`src/rtl/mux4_arb_pkg.sv`:
```
// rtl/mux4_arb_pkg.sv - shared types and helpers for the 4-way round-robin mux arbiter
package mux4_arb_pkg;

   localparam int NUM_REQ = 4;
   localparam int IDX_W   = 2;

   typedef enum logic {
      IDLE  = 1'b0,
      GRANT = 1'b1
   } state_t;

   // {s2,s1}: s2 selects the pair, s1 selects within the pair
   function automatic logic [1:0] idx2sel(input logic [IDX_W-1:0] idx);
      return {idx[1], idx[0]};
   endfunction

   function automatic logic [NUM_REQ-1:0] idx2onehot(input logic [IDX_W-1:0] idx);
      logic [NUM_REQ-1:0] oh;
      oh      = '0;
      oh[idx] = 1'b1;
      return oh;
   endfunction

endpackage

```
`src/rtl/mux4_rr_arbiter_rr_pick4.sv`:
```
// rtl/mux4_rr_arbiter_rr_pick4.sv - combinational round-robin picker, scans ptr+1 .. ptr mod 4
module rr_pick4
   import mux4_arb_pkg::*;
(
   input  logic [3:0] req,
   input  logic [1:0] ptr,
   output logic [1:0] idx,
   output logic       found
);

   logic [1:0] cand;

   // Walk from the farthest offset (ptr itself) to the nearest so the nearest wins.
   always_comb begin
      idx   = '0;
      found = 1'b0;
      cand  = '0;
      for (int i = NUM_REQ; i >= 1; i--) begin
         cand = ptr + IDX_W'(i);
         if (req[cand]) begin
            idx   = cand;
            found = 1'b1;
         end
      end
   end

endmodule

```
`src/rtl/mux4_rr_arbiter.sv`:
```
// rtl/mux4_rr_arbiter.sv - round-robin owner of the 4:1 mux selects with valid/ready output
// Optional MUX4_ARB_LOCK_EN adds a lock input that suspends hold-count expiry.
module mux4_rr_arbiter
   import mux4_arb_pkg::*;
#(
   parameter int MAX_HOLD = 4,
   parameter int CNT_W    = 3
) (
   input  logic       clk,
   input  logic       rst_n,
   input  logic [3:0] req,
   input  logic       out_ready,
`ifdef MUX4_ARB_LOCK_EN
   input  logic       lock,
`endif
   output logic [3:0] gnt,
   output logic       s1,
   output logic       s2,
   output logic       out_valid,
   output logic       beat_last
);

   localparam logic [CNT_W-1:0] LAST = CNT_W'(MAX_HOLD - 1);

   state_t           state, state_nxt;
   logic [1:0]       owner, owner_nxt;
   logic [1:0]       rr_ptr, rr_ptr_nxt;
   logic [CNT_W-1:0] hold_cnt, hold_nxt;
   logic [3:0]       gnt_nxt;
   logic             s1_nxt, s2_nxt;

   logic             lock_act;
   logic             at_last;
   logic             xfer;
   logic             rel;
   logic [1:0]       pick_ptr;
   logic [1:0]       pick_idx;
   logic             pick_found;

`ifdef MUX4_ARB_LOCK_EN
   assign lock_act = lock;
`else
   assign lock_act = 1'b0;
`endif

   assign out_valid = (state == GRANT) & req[owner];
   assign at_last   = (hold_cnt == LAST);
   assign beat_last = out_valid & at_last & ~lock_act;
   assign xfer      = out_valid & out_ready;
   assign rel       = (state == GRANT) & (~req[owner] | (xfer & at_last & ~lock_act));

   // On release the scan starts after the current owner, making it last in line.
   assign pick_ptr  = (state == GRANT) ? owner : rr_ptr;

   rr_pick4 u_pick (
      .req   (req),
      .ptr   (pick_ptr),
      .idx   (pick_idx),
      .found (pick_found)
   );

   always_comb begin
      state_nxt  = state;
      owner_nxt  = owner;
      rr_ptr_nxt = rr_ptr;
      hold_nxt   = hold_cnt;
      gnt_nxt    = gnt;
      s1_nxt     = s1;
      s2_nxt     = s2;
      case (state)
         IDLE: begin
            if (pick_found) begin
               state_nxt        = GRANT;
               owner_nxt        = pick_idx;
               gnt_nxt          = idx2onehot(pick_idx);
               {s2_nxt, s1_nxt} = idx2sel(pick_idx);
               hold_nxt         = '0;
            end
         end
         GRANT: begin
            if (rel) begin
               rr_ptr_nxt = owner;
               hold_nxt   = '0;
               if (pick_found) begin
                  owner_nxt        = pick_idx;
                  gnt_nxt          = idx2onehot(pick_idx);
                  {s2_nxt, s1_nxt} = idx2sel(pick_idx);
               end else begin
                  state_nxt = IDLE;
                  gnt_nxt   = '0;
               end
            end else if (xfer && !at_last) begin
               hold_nxt = hold_cnt + CNT_W'(1);
            end
         end
         default: begin
            state_nxt = IDLE;
            gnt_nxt   = '0;
         end
      endcase
   end

   always_ff @(posedge clk) begin
      if (!rst_n) begin
         state    <= IDLE;
         owner    <= '0;
         rr_ptr   <= 2'd3;
         hold_cnt <= '0;
         gnt      <= '0;
         s1       <= 1'b0;
         s2       <= 1'b0;
      end else begin
         state    <= state_nxt;
         owner    <= owner_nxt;
         rr_ptr   <= rr_ptr_nxt;
         hold_cnt <= hold_nxt;
         gnt      <= gnt_nxt;
         s1       <= s1_nxt;
         s2       <= s2_nxt;
      end
   end

endmodule

```
`config.mk`:
```
export PLATFORM = sky130hd
export DESIGN_NAME = mux4_rr_arbiter
export DESIGN_NICKNAME = d
export VERILOG_FILES = /design/src/rtl/mux4_arb_pkg.sv /design/src/rtl/mux4_rr_arbiter_rr_pick4.sv /design/src/rtl/mux4_rr_arbiter.sv
export SDC_FILE = /design/constraint.sdc
export NUM_CORES = 1
export LEC_CHECK = 0
export ABC_AREA = 1
export CAP_MARGIN = 25
export CORE_ASPECT_RATIO = 1.2
export CORE_MARGIN = 8
export CORE_UTILIZATION = 45
export DETAILED_ROUTE_END_ITERATION = 10
export GPL_ROUTABILITY_DRIVEN = 0
export HOLD_SLACK_MARGIN = 0.08
export PLACE_DENSITY = 0.69
export SLEW_MARGIN = 40
export SYNTH_ARGS = -nofsm -noshare
export SYNTH_HDL_FRONTEND = slang
export SYNTH_SLANG_ARGS = --single-unit
export TNS_END_PERCENT = 100
```
`constraint.sdc`:
```
create_clock -name clk -period 3.5 [get_ports clk]
set_clock_uncertainty 0.1 [all_clocks]
set_input_delay 0.35 -clock clk [delete_from_list [all_inputs] [get_ports clk]]
set_output_delay 0.35 -clock clk [all_outputs]
set_load 0.05 [all_outputs]
```
==> impl_results.md, run 1 <==
* Status: complete, no violations
* Reg2reg start: owner[0]$_SDFFE_PN0P_
* Clk root buf: clkbuf_4
* Core Region at 2050 um2
* RSZ-0062 raised after global routing: no
* Worst-Skew Late Latency at 0.26 ns
* Max rail drop VDD at 0.518 mV
* Die W at 58.5 um
* Unique masters post-synth at 23
* Endpoint, Worst Hold: gnt[1]$_SDFFE_PN0P_
* CTS tree: built
* Most common library cells after synthesis: nand2_1, nand2_2, inv_1
* Clock Path Buffers at 2
* HP Class: flop to flop
* Area growth syn-to-layout at 22.0%
* Final worst slack at ~0.68 ns
* Detail Route met2 WL at 1.18 mm
* Starting density of the core at 47.5%
* R2r endpoint: gnt[3]$_SDFFE_PN0P_
* Pre-CTS WS at 0.691 ns
* H-tree levels at 1
* Initial antenna violation count at 0
* Top_reg_cell synth: dfxtp_1
* Reg2Reg Setup Slack at ~1.6 ns
* Vias after detailed routing at around 970
* Ys async rst share at 0%
* Hold Path Stages at 2
* Uppermost layer routed: met4
* Final net count at 182
* Syn avg cell area at 6.32 um2
* Max-Cap Viols at 0
* CP startpoint kind: primary input
* CP max FO at 3
* Setup Crit Path Kind: primary input to output port
* Fillers at 221
* Row Count at 18
* Hpwl dp at around 1.9 mm
* DRC at 0
* Share of cells above drive strength 1 at between 20% and 30%
* Pwr per Cell Area at 854 nW/um2
* Min Tclk post-route at ~2.8 ns
* Initial DRT Pass Iterations at 4
* Gr usage total at 12.8%
* Met1 WL at 940 um
* Post-synth EDFFs at 0
* Max-slew headroom at 66.1%
* Total die area at 3910 um2
* Setup_tns at 0 ns
* Setup crit end kind: output port
* Critical path cell sequence: clkdlybuf4s50_1 -> inv_1 -> o21ai_0 -> nand2_1 -> nor2_1 -> clkdlybuf4s50_1
* WL/cell at 11.0 um
* CTS clk-pin slew, worst paths at 0.08 ns
* Post-CTS Setup Bufs at 0
* Hold-fix buffers, CTS at 0
* Worst path slowest cell: clkdlybuf4s50_1
* Fmax at approximately 350 MHz
* CTS Sinks at 12
* Max-slew violations at 0
* Syn Inst Count at 154
* Worst path most repeated cell: clkdlybuf4s50_1
* Top cells by area, synth: dfxtp_1, nand2_1, nand2_2
* Final period util at 80.6%
* IO Pins at 15
* Antenna Cells at 0
* Count of final setup violators at 0
* Global-route wire length before repair at 4.15 mm
* Actual slew at the worst max-slew pin at around 0.51 ns
* Sequential area share after synthesis at roughly 25%
* Met3 WL post-DR at 96 um
* Synth Cell Area at 973 um2
* Arr. time, crit path at 2.37 ns
* Via density at 4.79
* Drt initial violations at 14
* CTS buffer count at 3
* Leakage at roughly 0.60 nW
* Non-Filler Instances at 202
* Yosys top cell by area: dfxtp_1
* Die Ht at ~67 um
* #FFs+latches synth at 12
* CTS resizes at 0
* Min-delay src: gnt[1]$_SDFFE_PN0P_
* Top cell type's share of synthesized area at between 20 and 25%
* Slowest Stage Delay on Critical Path at 0.87 ns
* Number of global-route vias before repair at 1006
* Syn nets at 163
* Top-count cell post-synth: nand2_1
* R2R cell count at 11
* Routed Antenna Nets at 0
* GRT overflow at 0
* Drt total wl at 2.23 mm
* Placed insts at 198
* Hold Fails Final Rpt at 0
* Pin count of the biggest net entering global routing at 10
* WP data required at 3.05 ns
* IO buf count at 14
* Synth Warn # at 0
==> layout make-up <==
| cell class | count | area (um2) | area share [%] |
|---|---|---|---|
| multi-input cells | 122 | 656 | 55.2 |
| flip-flops and latches | 12 | 240 | 20.2 |
| clock buffers | 4 | 36.3 | 3.06 |
| well taps | 30 | 37.5 | 3.16 |
| inverters | 20 | 77.6 | 6.53 |
| repair buffers | 14 | 140 | 11.8 |
==> power breakdown <==
| group | switching (W) | total [W] | internal (W) |
|---|---|---|---|
| clock network | 0.0000442 | 0.000107 | 0.0000631 |
| logic | 0.000461 | 0.000688 | 0.000226 |
| registers | 0.0000388 | 0.000220 | 0.000181 |
==> how the worst max path moves through the flow <==
stage                          end  cells past startpoint             startpoint
6_report                 out_valid                      6                 req[2]
3_5_place_dp             out_valid                      6                 req[2]
3_3_place_gp             out_valid                      6                 req[2]
2_1_floorplan  gnt[3]$_SDFFE_PN0P_                     11  owner[0]$_SDFFE_PN0P_
5_1_grt                  out_valid                      6                 req[2]
4_1_cts                  out_valid                      6                 req[2]
==> routing by layer <==
layer / vias up / track usage, %
met5: - / 0
met1: 427 / 13.1
met2: 10 / 25.1
li1: 529 / -
met3: 2 / 2.50
met4: 0 / 3.68
==> through the flow <==
step,cell area [um2],power (W),utilization (%),hold WS [ns]
floorplan,973,0.000758,-,0.335
global placement,1150,0.000901,56.2,0.354
detailed placement,1150,0.000919,56.2,0.356
CTS,1190,0.00103,57.9,0.368
global route,1190,0.00112,57.9,0.388
finish,1190,0.00101,57.9,0.366
==> placed cells by master (no fill, tap or decap), types with 2 or more instances in the layout <==
master           netlist  layout
nand2_2               17      17
nand3_2                3       3
inv_2                  3       3
nor2_2                 2       2
nand2_4                4       4
o21ai_0                6       6
inv_1                 16      16
a21oi_1               11      11
nand2_1               49      49
nand3_1                8       8
ha_1                   2       2
dfxtp_1               12      12
nor2_1                11      11
clkdlybuf4s50_1        0      14
clkbuf_4               0       3
==> logic make-up after synthesis <==
logic type               count (synthesis)  synth area share [%]
AO/OA/AOI/OAI                           21                  12.6
buffers and inverters                   20                  7.97
flip-flops                              12                  24.7
AND/OR/NAND/NOR                         99                  52.2
adder cells (fa/ha/maj)                  2                  2.57
==> sequential cells by signal, summed over array words and instances (netlist names) <==
register / cells
owner: 1
hold_cnt: 3
s2: 1
state: 1
rr_ptr: 2
gnt: 4
==> worst max-delay path, delay by kind of cell <==
kind,cells,cell delay [ns]
buf+inv,3,1.44
simple gates,2,0.36
compound gates,1,0.20
No activity file was read; power rests on OpenSTA's default activity.
==> run 2, diff against run 1 <==
clock period = 2.9 ns   (was 3.5 ns; I/O delays follow)
==> run 2 against run 1 <==
  * Utilization down 0.92 points
  * Critical path depth unchanged
  * Worst setup slack better by 0.14 ns
  * Die area unchanged
  * Clock power down 6%
  * Design area down 1.6%
  * Global-route usage down 0.36 points
  * Sequential cell count unchanged
  * First-iteration DRC count up 100%
  * Critical endpoint unchanged
  * Largest power group unchanged
==> impl_results.md, run 2 (synthesis gave the netlist of run 1 again) <==
* Status: complete, no violations (unchanged)
* Pwr per Cell Area at 1030 nW/um2 (was 854 nW/um2)
* Final net count at 182 (unchanged)
* Clock Path Buffers at 2 (unchanged)
* Slowest Stage Delay on Critical Path at 0.50 ns (was 0.87 ns)
* RSZ-0062 raised after global routing: no (unchanged)
* Setup crit end kind: output port (unchanged)
* CP max FO at 3 (unchanged)
* Hold-fix buffers, CTS at 0 (unchanged)
* Hpwl dp at 1.82 mm (was 1.88 mm)
* Via density at 4.87 (was 4.79)
* Total die area at 3910 um2 (unchanged)
* Most common cell after layout, fill and taps aside: nand2_1 (unchanged)
* Most frequent cells in the layout: nand2_1, nand2_2, inv_1 (unchanged)
* Gr usage total at 12.5% (was 12.8%)
* Fillers at 196 (was 221)
* Setup_tns at 0 ns (unchanged)
* Share of cells above drive strength 1 at 22.2% (was 21.5%)
* Vias after detailed routing at 979 (was 968)
* Max-slew violations at 0 (unchanged)
* H-tree levels at 1 (unchanged)
* Setup Crit Path Kind: primary input to output port (unchanged)
* CTS clk-pin slew, worst paths at 0.07 ns (was 0.08 ns)
* WL/cell at 10.9 um (was 11.0 um)
* Clk root buf: clkbuf_4 (unchanged)
* Die W at 58.5 um (unchanged)
* DRC at 0 (unchanged)
* CTS buffer count at 3 (unchanged)
* WP data required at 2.51 ns (was 3.05 ns)
* IO buf count at 14 (unchanged)
* Global-route wire length before repair at 3.97 mm (was 4.15 mm)
* Hold Fails Final Rpt at 0 (unchanged)
* GRT overflow at 0 (unchanged)
* Initial DRT Pass Iterations at 4 (unchanged)
* Die Ht at 67.0 um (unchanged)
* Drt total wl at 2.19 mm (was 2.23 mm)
* CP top delay family: buffers and inverters (unchanged)
* Routed Antenna Nets at 0 (unchanged)
* Min Tclk post-route at 2.08 ns
* Antenna Cells at 0 (unchanged)
* CTS Sinks at 12 (unchanged)
* CP startpoint kind: primary input (unchanged)
* Post-CTS Setup Bufs at 0 (unchanged)
* Detail Route met2 WL at 1.07 mm (was 1.18 mm)
* Max-Cap Viols at 0 (unchanged)
* Max reg flops at 4 (unchanged)
* Worst-Skew Late Latency at 0.27 ns (was 0.26 ns)
* Starting density of the core at 47.5% (unchanged)
* Worst path slowest cell: clkdlybuf4s50_1 (unchanged)
* Leakage at 0.594 nW (was 0.597 nW)
* CTS resizes at 0 (unchanged)
* CTS tree: built (unchanged)
* Uppermost layer routed: met4 (unchanged)
* Max-slew headroom at 66.4% (was 66.1%)
* Fmax at around 480 MHz
* Cell area after layout at 1170 um2 (was 1190 um2)
* Actual slew at the worst max-slew pin at 0.502 ns (was 0.507 ns)
* Reg with most FFs: gnt (unchanged)
* Initial antenna violation count at 0 (unchanged)
* IO Pins at 15 (unchanged)
* Arr. time, crit path at 1.69 ns (was 2.37 ns)
* Largest registers: gnt x4, hold_cnt x3, rr_ptr x2 (unchanged)
* Placed Area at 1150 um2 (about the same)
* Count of final setup violators at 0 (unchanged)
* Pin count of the biggest net entering global routing at 10 (unchanged)
* Row Count at 18 (unchanged)
* Drt initial violations at 28 (was 14)
* Met3 WL post-DR at 89 um (was 96 um)
* Met1 WL at 999 um (was 940 um)
* Critical path cell sequence: clkdlybuf4s50_1 -> inv_1 -> o21ai_0 -> nand2_1 -> nor2_1 -> buf_4 (was clkdlybuf4s50_1 -> inv_1 -> o21ai_0 -> nand2_1 -> nor2_1 -> clkdlybuf4s50_1)
* Number of global-route vias before repair at 955 (was 1006)
* Final period util at between 70% and 80%
* Area growth syn-to-layout at 20.1% (was 22.0%)
* Max rail drop VDD at 0.652 mV (was 0.518 mV)
* WP buf/inv at 3 (unchanged)
* HP Class: flop to flop (unchanged)
* Core Region at 2050 um2 (unchanged)
-- run 2: through the flow --
stage                     setup slack, ns  util [%]  hold WS (ns)  std cells  total power (W)
after global routing                0.656      57.0         0.389        201          0.00130
after CTS                           0.821      57.0         0.372        201          0.00120
after global placement              0.781      55.9         0.356        198          0.00109
final                               0.820      57.0         0.370        201          0.00120
after detailed placement            0.729      55.9         0.362        198          0.00110
after floorplan                     0.289         -         0.288        154         0.000915
-- run 2: path summary, 6_finish.rpt --
kind | from | end | slack (ns) | cells after the start
worst max-delay path | req[2] | out_valid | 0.82 | 6
worst max register to register | owner[0]$_SDFFE_PN0P_ | gnt[3]$_SDFFE_PN0P_ | 1.05 | 11
worst min register to register | hold_cnt[2]$_SDFFE_PN0P_ | hold_cnt[2]$_SDFFE_PN0P_ | 0.37 | 2
worst min-delay path | hold_cnt[2]$_SDFFE_PN0P_ | hold_cnt[2]$_SDFFE_PN0P_ | 0.37 | 2
-- run 2: area by class of cell --
class                   instances  area [um2]  share of cell area, %
repair buffers                 14         135                   11.6
multi-input cells             122         656                   56.1
well taps                      30        37.5                   3.21
inverters                      20        77.6                   6.64
clock buffers                   3        22.5                   1.93
flip-flops and latches         12         240                   20.6
-- run 2: tightest hold or removal path: cells and delay by family (launching register included) --
kind / cells / cell delay (ns)
buf+inv: 1 / 0.07
compound gates: 1 / 0.06
flops: 1 / 0.30
-- run 2: routing by layer --
| layer | global-route usage [%] | vias to the layer above |
|---|---|---|
| met3 | 2.31 | 4 |
| met5 | 0 | - |
| met4 | 4.60 | 0 |
| met1 | 14.0 | 433 |
| met2 | 22.5 | 17 |
| li1 | - | 525 |
-- run 2: report_power, final --
group	switching (W)	internal (W)	total (W)
combinational	0.000560	0.000272	0.000832
sequential	0.0000483	0.000218	0.000266
clock	0.0000533	0.0000481	0.000101
total	0.000661	0.000538	0.00120
==> run 3, diff against run 2 <==
PLACE_DENSITY = 0.71   (was 0.69)
clock period = 1.65 ns   (was 2.9 ns; I/O delays follow)
==> run 3 against run 2 <==
  * The run now ends with negative setup slack left
  * Combinational power rose to 2.9 times the previous value
  * Worst setup slack lost 0.92 ns
  * Via count is 21% higher
  * Sequential share of layout area is 5.7 points lower
  * Register-to-register slack lost 1.2 ns
  * Utilization up 27 points
  * Critical path type is now flop to flop
  * Critical endpoint is now gnt[3]$_SDFFE_PN0P_
  * Largest cell class unchanged
  * Largest power group unchanged
==> impl_results.md, run 3 (synthesis gave the netlist of run 1 again) <==
* R2r endpoint: gnt[3]$_SDFFE_PN0P_ (unchanged)
* RSZ-0062 raised after global routing: yes (was no)
* CTS tree: built (unchanged)
* Status: complete, but fails checks (was complete, no violations)
* Final period util at 106%
* Min Tclk post-route at 1.75 ns
* R2R cell count at 13 (was 11)
* Vias after detailed routing at 1181 (was 979)
* Total die area at 3910 um2 (unchanged)
* DRC at 0 (unchanged)
* Violated checks: negative setup slack
* IO Pins at 15 (unchanged)
* CP max FO at 8 (was 3)
* Global-route wire length before repair at 4.51 mm (was 3.97 mm)
* Most common cell after layout, fill and taps aside: nand2_2 (was nand2_1)
* Fmax at 571 MHz
* Final worst slack at -0.101 ns (was 0.820 ns)
* Gr usage total at 14.2% (was 12.5%)
* CTS Sinks at 12 (unchanged)
* Fillers at 101 (was 196)
* Hold Fails Final Rpt at 0 (unchanged)
* GRT overflow at 0 (unchanged)
* HP Class: flop to flop (unchanged)
* Critical path cell sequence: inv_8 -> nand2_8 -> nand2_8 -> nand2_2 -> nand2_4 -> nor2_4 -> nand3_2 -> nand2_2 -> inv_4 -> nand3_2 -> nor2_2 -> nor2_1 -> nor2_1 (was clkdlybuf4s50_1 -> inv_1 -> o21ai_0 -> nand2_1 -> nor2_1 -> buf_4)
* Max-Cap Viols at 0 (unchanged)
* IO buf count at 14 (unchanged)
* Count of final setup violators at 10 (was 0)
* Largest registers: gnt x4, hold_cnt x3, rr_ptr x2 (unchanged)
* Share of cells above drive strength 1 at 64.1% (was 22.2%)
* Max-slew headroom at 79.4% (was 66.4%)
* Number of global-route vias before repair at 1052 (was 955)
* H-tree levels at 1 (unchanged)
* CTS clk-pin slew, worst paths at 0.08 ns (was 0.07 ns)
* Core Region at 2050 um2 (unchanged)
* Starting density of the core at 47.5% (unchanged)
* WP data required at 1.72 ns (was 2.51 ns)
* Slowest Stage Delay on Critical Path at 0.43 ns (was 0.50 ns)
* Cell area after layout at 1720 um2 (was 1170 um2)
* WL/cell at 15.4 um (was 10.9 um)
* Reg2Reg Setup Slack at -0.10 ns (was 1.05 ns)
* Row Count at 18 (unchanged)
* Drt initial violations at 41 (was 28)
* Worst setup startpoint: state$_SDFF_PN0_ (was req[2])
* Die W at 58.5 um (unchanged)
* Via density at 5.32 (was 4.87)
* Area growth syn-to-layout at 76.9% (was 20.1%)
* Setup crit end kind: flop (was output port)
* Drt total wl at 3.43 mm (was 2.19 mm)
* Reg2reg start: state$_SDFF_PN0_ (was owner[0]$_SDFFE_PN0P_)
* CTS buffer count at 3 (unchanged)
* Pin count of the biggest net entering global routing at 9 (was 10)
* Max reg flops at 4 (unchanged)
* Clock Path Buffers at 2 (unchanged)
* Max rail drop VDD at 1.31 mV (was 0.652 mV)
* Placed Area at 1250 um2 (was 1150 um2)
* Worst path slowest cell: dfxtp_4 (was clkdlybuf4s50_1)
* Most frequent cells in the layout: nand2_2, nand2_1, buf_4 (was nand2_1, nand2_2, inv_1)
* Util after Layout at 84.0% (was 57.0%)
* Die Ht at 67.0 um (unchanged)
* Arr. time, crit path at 1.82 ns (was 1.69 ns)
* Leakage at 0.830 nW (was 0.594 nW)
* Hpwl dp at 2.00 mm (was 1.82 mm)
* Actual slew at the worst max-slew pin at 0.309 ns (was 0.502 ns)
* Worst-Skew Late Latency at 0.28 ns (was 0.27 ns)
* Setup Crit Path Kind: flop to flop (was primary input to output port)
* Routed Antenna Nets at 0 (unchanged)
* Clk root buf: clkbuf_4 (unchanged)
* Final net count at 202 (was 182)
* Initial antenna violation count at 0 (unchanged)
* Antenna Cells at 0 (unchanged)
* Initial DRT Pass Iterations at 4 (unchanged)
* CP startpoint kind: flop (was primary input)
* Max-slew violations at 0 (unchanged)
* CP endpoint: gnt[3]$_SDFFE_PN0P_ (was out_valid)
* Reg with most FFs: gnt (unchanged)
* Pwr per Cell Area at 1850 nW/um2 (was 1030 nW/um2)
==> run 3: cell types whose count changed in the layout (fill, tap and decap cells not counted), sizes merged <==
cell,change
clkbuf,+1
clkdlybuf4s50,-9
dlymetal6s2s,+1
dlygate4sd2,+2
buf,+26
==> run 3: worst min path at each step <==
stage / start / end / slack [ns] / cells after the start
after CTS: gnt[1]$_SDFFE_PN0P_ / gnt[1]$_SDFFE_PN0P_ / 0.37 / 2
after global routing: gnt[2]$_SDFFE_PN0P_ / gnt[2]$_SDFFE_PN0P_ / 0.41 / 2
after global placement: hold_cnt[2]$_SDFFE_PN0P_ / hold_cnt[2]$_SDFFE_PN0P_ / 0.35 / 2
after floorplan: rst_n / state$_SDFF_PN0_ / 0.16 / 2
after detailed placement: gnt[1]$_SDFFE_PN0P_ / gnt[1]$_SDFFE_PN0P_ / 0.36 / 2
final: gnt[0]$_SDFFE_PN0P_ / gnt[0]$_SDFFE_PN0P_ / 0.38 / 2
==> run 3: report_power, final <==
group	internal [W]	total (W)	switching [W]	leakage [nW]
sequential	0.000401	0.000526	0.000125	0.101
clock	0.000134	0.000240	0.000106	0.0210
combinational	0.000922	0.00242	0.00150	0.708
==> run 3: repair_timing <==
item	CTS	global route
endpoints found under the setup margin	12	13
resized for setup	13	82
setup buffers	3	8
pin swaps	5	38
cloned	0	0
hold buffers	0	0
==> run 3: worst max-delay path, delay by kind of cell, from the launching register on <==
family	cells	cell delay [ns]
AND/OR/NAND/NOR	11	0.99
buffers and inverters	2	0.13
flip-flops	1	0.43
==> run 3: final cells by class <==
type / count / area (um2) / area share [%]
flip-flops and latches: 12 / 255 / 14.8
clock buffers: 4 / 36.3 / 2.11
inverters: 20 / 90.1 / 5.23
well taps: 30 / 37.5 / 2.18
repair buffers: 34 / 307 / 17.8
multi-input cells: 122 / 996 / 57.8
==> run 3: per-layer routing <==
metal | wire length (um) | share of wire (%) | vias to the layer above | track usage, %
li1 | - | - | 571 | -
met1 | 1340 | 39 | 557 | 16.2
met2 | 1850 | 54 | 39 | 25.4
met3 | 105 | 3.1 | 14 | 1.93
met4 | 124 | 3.6 | 0 | 6.13
met5 | 0 | 0 | - | 0
==> run 3: metrics by stage <==
step | worst slack, ns | TNS, ns | hold WS [ns] | std cells | power, W
6_report | -0.101 | -0.571 | 0.384 | 222 | 0.00319
5_1_grt | -0.201 | -1.54 | 0.408 | 222 | 0.00340
4_1_cts | -0.00114 | -0.00114 | 0.369 | 214 | 0.00242
3_5_place_dp | -0.257 | -1.87 | 0.356 | 207 | 0.00210
3_3_place_gp | -0.197 | -1.28 | 0.348 | 207 | 0.00207
2_1_floorplan | -0.136 | -0.570 | 0.163 | 154 | 0.00165
